==> src/rtl/serializador_piso.sv <==
// Parallel-in / serial-out shifter: captures a WIDTH-bit word on load and
// drives it onto a single serial line, one bit per clock, with busy/done framing.
module serializador_piso #(
  parameter int WIDTH     = 4,
  parameter bit MSB_FIRST = 1'b1
) (
  input  logic             clock,
  input  logic             reset,
  input  logic             load,
  input  logic [WIDTH-1:0] D,
  output logic             out,
  output logic             busy,
  output logic             done
);

  localparam int CW = $clog2(WIDTH);

  typedef enum logic {IDLE, SHIFT} state_t;

  state_t           state_reg;
  logic [WIDTH-1:0] sr_reg;
  logic [CW-1:0]    cnt_reg;
  logic             done_reg;

  logic [WIDTH-1:0] sr_next;
  logic             head_bit;

  // The output end of the register is fixed by bit order; vacated bits fill with 0.
  generate
    if (MSB_FIRST) begin : g_msb
      assign sr_next  = {sr_reg[WIDTH-2:0], 1'b0};
      assign head_bit = sr_reg[WIDTH-1];
    end else begin : g_lsb
      assign sr_next  = {1'b0, sr_reg[WIDTH-1:1]};
      assign head_bit = sr_reg[0];
    end
  endgenerate

  always_ff @(posedge clock or negedge reset) begin
    if (!reset) begin
      state_reg <= IDLE;
      sr_reg    <= '0;
      cnt_reg   <= '0;
      done_reg  <= 1'b0;
    end else begin
      done_reg <= 1'b0;
      case (state_reg)
        IDLE: begin
          if (load) begin
            sr_reg    <= D;
            cnt_reg   <= CW'(WIDTH - 1);
            state_reg <= SHIFT;
          end
        end
        SHIFT: begin
          // load is deliberately ignored here, including on the final bit.
          if (cnt_reg != '0) begin
            sr_reg  <= sr_next;
            cnt_reg <= cnt_reg - CW'(1);
          end else begin
            state_reg <= IDLE;
            done_reg  <= 1'b1;
          end
        end
        default: state_reg <= IDLE;
      endcase
    end
  end

  assign busy = (state_reg == SHIFT);
  assign out  = busy & head_bit;
  assign done = done_reg;

endmodule

==> config.mk <==
export PLATFORM = sky130hd
export DESIGN_NAME = serializador_piso
export DESIGN_NICKNAME = d
export VERILOG_FILES = /design/src/rtl/serializador_piso.sv
export SDC_FILE = /design/constraint.sdc
export NUM_CORES = 1
export LEC_CHECK = 0
export ABC_AREA = 1
export BUFFER_PORTS_ARGS = -buffer_cell sky130_fd_sc_hd__buf_4
export CAP_MARGIN = 20
export CORE_AREA = 2 2 39 41
export CTS_CLUSTER_DIAMETER = 40
export DETAILED_ROUTE_END_ITERATION = 16
export DIE_AREA = 0 0 41 43
export SLEW_MARGIN = 20
export SYNTH_ARGS = -nofsm -noshare
export SYNTH_HDL_FRONTEND = slang
export SYNTH_SLANG_ARGS = --single-unit
export TNS_END_PERCENT = 5
==> constraint.sdc <==
create_clock -name clock -period 1.52 [get_ports clock]
set_clock_uncertainty 0.15 [all_clocks]
set_input_delay 0.076 -clock clock [delete_from_list [all_inputs] [get_ports clock]]
set_output_delay 0.076 -clock clock [all_outputs]
set_load 0.1 [all_outputs]
==> results by group, run 1 <==
Outcome
  • Status: finished clean

Clock tree
  • CTS max path bufs: 2
  • Clock latency at the later pin of the worst-skew pair: 0.26 ns
  • CTS root buf: clkbuf_4
  • CTS sink count: 8
  • CTS buffer count: 3
  • CTS tree: built
  • H-tree levels: 1
  • Clock Pin Slew Worst Setup and Hold Paths: 0.06 ns

Routing
  • Iter 0 DRT Violations: 3
  • DR pass1 iterations: 2
  • Drt via density: 4.24
  • Final WL: 792 µm
  • DR DRC count: 0
  • Routed Antenna Nets: 0
  • Wirelength per Cell: 9.21 µm
  • Vias: 365

Synthesis
  • Synth Area in Simple Gates: 0.398
  • Mapped Avg Cell Area: 8.23 µm²
  • Synthesized netlist cell count: 52
  • Synth top area cells: dfrtp_1 (47%), nand2_1 (20%), nand2_4 (7.9%), nand2_2 (5.8%), nand3_1 (5.8%)
  • Post-synthesis adder-cell area fraction: 0.0292
  • Number of flops mapped to enable cells by yosys: 0
  • Compound-cell area share of the yosys netlist: 0
  • Synth Cell Area: 428 µm²
  • Mux contribution to synthesized area: 0
  • XOR/XNOR Fraction of Synth Area: 0
  • Yosys warning total: 0
  • Post-synth ARST share: 1.00
  • Synth cell count leaders: nand2_1 (23), dfrtp_1 (8), inv_1 (5), nand3_1 (5), nand2_2 (4)
  • Synth Flop Type: dfrtp_1
  • Unique masters post-synth: 10
  • Seq/Total Area, Yosys: 0.468
  • Top cell type's share of synthesized area: 0.468
  • Count leader, synth: nand2_1
  • Biggest area consumer among synthesized cells: dfrtp_1
  • Syn Nets: 60
  • Seq cells post-synth: 8
  • Largest family of logic cells by synthesized area: simple AND/OR/NAND/NOR gates

Pwr
  • PwrDens: 2280 nW/µm²
  • P_int: 652 µW
  • VDD IR max: 0.704 mV
  • Leak Pwr: 0.334 nW
  • Sequential power share: 0.304
  • Switching Share: 0.523
  • Comb pwr share: 0.565
  • Clk pwr share: 0.131
  • Total power: 1.37 mW
  • Switching pwr: 715 µW

Critical path
  • Critical path class: register to output pin
  • Data arrival, critical path: 1.22 ns
  • CP Capture Type: output pin
  • Worst-path fanout max: 9
  • Worst Setup Start Kind: register
  • Worst EP required: 1.29 ns

GRT
  • Met1 GRT Util: 0.135
  • Total grt overflow: 0
  • Most used routing layer: met2
  • Met2 Resource Use GR: 0.147
  • GR Util met3: 0.0628
  • First-pass GRT wire length: 1260 µm
  • Largest net degree at the start of global routing: 10
  • Initial antenna violation count: 0
  • Vias in the first global route: 303
  • Total track usage: 0.116

STA
  • Fin Setup TNS: 0 ns
  • Final Max Tran Viols: 0
  • Fmax: 691 MHz
  • Fin crit share: 0.952
  • Final number of hold-violating endpoints: 0
  • Setup Viol. Count Final: 0
  • Worst slew pin tran: 0.279 ns
  • Minimum clock period: 1.45 ns
  • RSZ-0062 raised after global routing: false
  • Normalized max-slew margin: 0.816

Layout
  • Fraction of layout cells with a size suffix above 1: 0.343
  • Area Growth Syn to Fin: 40.4%
  • Area taken by multi-input logic gates: 185 µm²
  • Max reg flops: 4
  • Storage cell area: 204 µm²
  • Fill count: 143
  • Final Net Count: 79
  • Antenna cells: 0

Placement
  • Post-DP HPWL: 557 µm
  • Gpl congestion: 0.747
  • IO buf count: 9

Floorplan
  • Starting Density: 0.309
  • Die height: 43 µm
  • Die area: 1760 µm²
  • Die Wd: 41 µm
  • Io pins: 10
  • Core Area: 1380 µm²
  • Rows: 14

Run
  • Maxcap violations: 0

Worst hold path
  • Min-Delay Path Class: input pin to async pin
[routing by layer]
metal / part of all wire / up-vias / wire, µm
met1: 0.48 / 158 / 380
met5: 0 / - / 0
li1: - / 191 / -
met2: 0.44 / 12 / 352
met3: 0.045 / 4 / 36
met4: 0.029 / 0 / 23
[kinds of logic (layout without fill, tap and decap cells)]
group / count (synthesis) / in the layout
simple gates: 35 / 35
fa+ha+maj: 1 / 1
flops: 8 / 8
buf+inv: 8 / 26
[worst max-delay path, stage by stage, from the launching register on]
cell,delay (ns)
dfrtp_4,0.56
nand2_2,0.11
clkinvlp_4,0.07
buf_4,0.22
[what timing repair did]
| action | 4_1_cts | 5_1_grt |
|---|---|---|
| buffers inserted | 0 | 0 |
| hold buffers | 6 | 0 |
| endpoints found under the hold margin | 13 | 0 |
| resized for setup | 0 | 0 |
[layout by cell type (no fill, tap or decap), drive strengths merged]
| cell type | instances |
|---|---|
| nand3 | 5 |
| buf | 9 |
| dfrtp | 8 |
| clkinvlp | 1 |
| inv | 6 |
| ha | 1 |
| clkbuf | 4 |
| nand2 | 30 |
| dlygate4sd3 | 6 |
[metrics by stage]
stage | cell area, µm² | utilization | std cells | hold WS, ns | worst slack (ns)
finish | 601 | 0.434 | 86 | 0.0175 | 0.0722
global route | 601 | 0.434 | 86 | 0.0198 | 0.0239
CTS | 601 | 0.434 | 86 | 0.00952 | 0.0601
detailed placement | 514 | 0.372 | 76 | -0.249 | 0.305
global placement | 514 | 0.372 | 76 | -0.249 | 0.318
floorplan | 442 | - | 52 | -0.370 | 0.0158
[area by class of cell]
class	instances	area share
Multi-Input combinational cell	36	0.308
Clock buffer	4	0.0438
Timing Repair Buffer	15	0.212
Tap cell	16	0.0333
Inverter	7	0.0625
Sequential cell	8	0.340
[power groups by stage]
stage | clock, mW | combinational, mW | sequential (mW)
after floorplan | 0 | 0.545 | 0.539
after global placement | 0 | 0.766 | 0.420
after detailed placement | 0 | 0.773 | 0.419
after CTS | 0.186 | 0.786 | 0.415
after global routing | 0.200 | 0.856 | 0.431
final | 0.179 | 0.773 | 0.415
[path summary, 6_finish.rpt]
kind,startpoint,endpoint,slack (ns),depth (start not counted)
worst max-delay path,busy$_DFF_PN0_,out,0.07,3
worst min-delay path,reset,busy$_DFF_PN0_,0.02,2
worst max register to register,cnt_reg[0]$_DFFE_PN0P_,sr_reg[2]$_DFFE_PN0P_,0.31,7
worst min register to register,cnt_reg[1]$_DFFE_PN0P_,cnt_reg[1]$_DFFE_PN0P_,0.32,2
max in group asynchronous,reset,busy$_DFF_PN0_,1.06,2
min in group clock,cnt_reg[1]$_DFFE_PN0P_,cnt_reg[1]$_DFFE_PN0P_,0.32,2
Note: power is estimated with default switching activity, not from simulation.
==> run 2, diff against run 1 <==
--- a/config.mk
+++ b/config.mk
@@ -13,4 +13,6 @@
 export DETAILED_ROUTE_END_ITERATION = 16
 export DIE_AREA = 0 0 41 43
+export GPL_TIMING_DRIVEN = 1
+export PLACE_DENSITY = 0.64
 export SLEW_MARGIN = 20
 export SYNTH_ARGS = -nofsm -noshare
--- a/constraint.sdc
+++ b/constraint.sdc
@@ -3,3 +3,3 @@
 set_input_delay 0.076 -clock clock [delete_from_list [all_inputs] [get_ports clock]]
 set_output_delay 0.076 -clock clock [all_outputs]
-set_load 0.1 [all_outputs]
+set_load 0.01 [all_outputs]
==> results by group, run 2 (synthesis results as in run 1) <==
Outcome
  • Status: finished clean

Critical path
  • Reg2reg setup slack: 0.26 ns
  • CP Capture Type: output pin
  • Data arrival, critical path: 1.12 ns
  • Critical path class: register to output pin
  • Critical path's largest stage delay: 0.60 ns
  • Worst-path fanout max: 9
  • Crit path max-delay family: flip-flops
  • Slowest CP cell: dfrtp_1
  • Crit-path cells: nand2_1 -> inv_1 -> buf_4
  • Worst EP required: 1.29 ns
  • Worst Setup Start Kind: register
  • Worst Path Buf+Inv: 2

Layout
  • Storage cell area: 200 µm²
  • Area taken by multi-input logic gates: 183 µm²
  • Fill count: 141
  • Final Net Count: 78
  • Commonest non-fill, non-tap cell in the layout: nand2_1
  • Fraction of layout cells with a size suffix above 1: 0.309
  • Final Core Density: 0.417
  • Max reg flops: 4
  • Commonest cells after routing, fill and taps aside: nand2_1 (23), buf_4 (9), dfrtp_1 (8)
  • Area Growth Syn to Fin: 34.8%
  • Antenna cells: 0

Pwr
  • Total power: 1.09 mW
  • Sequential power share: 0.367
  • VDD IR max: 0.521 mV
  • Switching pwr: 471 µW
  • Clk pwr share: 0.151
  • Comb pwr share: 0.483
  • Leak Pwr: 0.338 nW
  • Switching Share: 0.431
  • P_int: 622 µW
  • PwrDens: 1890 nW/µm²

Floorplan
  • Die Wd: 41 µm
  • Io pins: 10
  • Core Area: 1380 µm²
  • Starting Density: 0.309
  • Die height: 43 µm
  • Die area: 1760 µm²
  • Rows: 14

STA
  • Normalized max-slew margin: 0.714
  • Minimum clock period: 1.35 ns
  • Fmax: 743 MHz
  • Final number of hold-violating endpoints: 0
  • Worst slew pin tran: 0.430 ns
  • Final Max Tran Viols: 0
  • Hold_ws: 0.00366 ns
  • Min setup slack post-route: 0.174 ns
  • Setup Viol. Count Final: 0
  • Fin Setup TNS: 0 ns
  • Fin crit share: 0.886
  • RSZ-0062 raised after global routing: false

Clock tree
  • CTS buffer count: 3
  • H-tree levels: 1
  • CTS max path bufs: 2
  • CTS sink count: 8
  • CTS tree: built
  • CTS root buf: clkbuf_4
  • Clock latency at the later pin of the worst-skew pair: 0.26 ns
  • Clock Pin Slew Worst Setup and Hold Paths: 0.05 ns

Routing
  • Max Used Layer: met3
  • DR pass1 iterations: 4
  • Routed Antenna Nets: 0
  • Met2 wire len: 380 µm
  • Drt via density: 4.30
  • Met3 Wirelength: 21 µm
  • DR DRC count: 0
  • Vias: 361
  • Wirelength per Cell: 9.45 µm
  • Met1 wire length: 392 µm
  • Final WL: 794 µm
  • Iter 0 DRT Violations: 11

Placement
  • Post-Place Worst Slack: 0.284 ns
  • IO buf count: 9
  • Gpl congestion: 0.773

GRT
  • Total track usage: 0.113
  • Initial antenna violation count: 0
  • Largest net degree at the start of global routing: 10
  • First-pass GRT wire length: 1190 µm
  • Total grt overflow: 0
  • Vias in the first global route: 284

Run
  • Maxcap violations: 0

Worst hold path
  • Min-Delay Path Class: input pin to register
==> run 2: cell count changes in the layout (fill, tap and decap cells not counted) <==
cell and delta:
clkbuf_1 -1, clkinvlp_4 -1, dfrtp_1 +1, dfrtp_4 -1, dlygate4sd3_1 -1, inv_1 +1
nand2_1 +1, nand2_2 -1
==> run 2: timing repair <==
action / CTS / global route
endpoints found under the hold margin: 12 / 0
hold buffers: 5 / 0
buffers inserted: 0 / 0
resized for setup: 0 / 0
==> run 2: stage by stage <==
stage | cell area [µm²] | std cells
after floorplan | 428 | 52
after global placement | 504 | 76
after detailed placement | 504 | 76
after CTS | 577 | 84
after global routing | 577 | 84
final | 577 | 84
==> run 2: cell type report <==
class / instances / area share
tap: 16 / 0.0347
multi-input combinational: 36 / 0.317
clock buffer: 3 / 0.0390
sequential: 8 / 0.347
inverter: 7 / 0.0586
timing repair buffer: 14 / 0.204
==> run 2: final timing paths <==
path / cells after the start / to / startpoint
setup / recovery: 3 / out / busy$_DFF_PN0_
hold / removal: 5 / sr_reg[1]$_DFFE_PN0P_ / D[1]
setup reg to reg: 7 / sr_reg[3]$_DFFE_PN0P_ / cnt_reg[0]$_DFFE_PN0P_
hold reg to reg: 2 / cnt_reg[1]$_DFFE_PN0P_ / cnt_reg[1]$_DFFE_PN0P_
max in group asynchronous: 2 / busy$_DFF_PN0_ / reset
min in group asynchronous: 2 / sr_reg[0]$_DFFE_PN0P_ / reset
==> run 2: power by group through the flow <==
stage	clock network, mW	registers (mW)	logic [mW]
after CTS	0.174	0.400	0.534
after floorplan	0	0.363	0.447
final	0.165	0.401	0.528
after detailed placement	0	0.404	0.519
after global placement	0	0.401	0.513
after global routing	0.190	0.412	0.591
==> run 2: worst min-delay path, stage by stage <==
cell	delay [ns]
buf_4	0.08
nand2_1	0.04
nand2_1	0.08
nand2_2	0.05
nand2_1	0.05
==> run 2: per-layer routing <==
layer,up-vias,GRT usage
li1,191,-
met1,165,0.128
met2,5,0.134
met3,0,0.0628
met4,0,0.120
met5,-,0
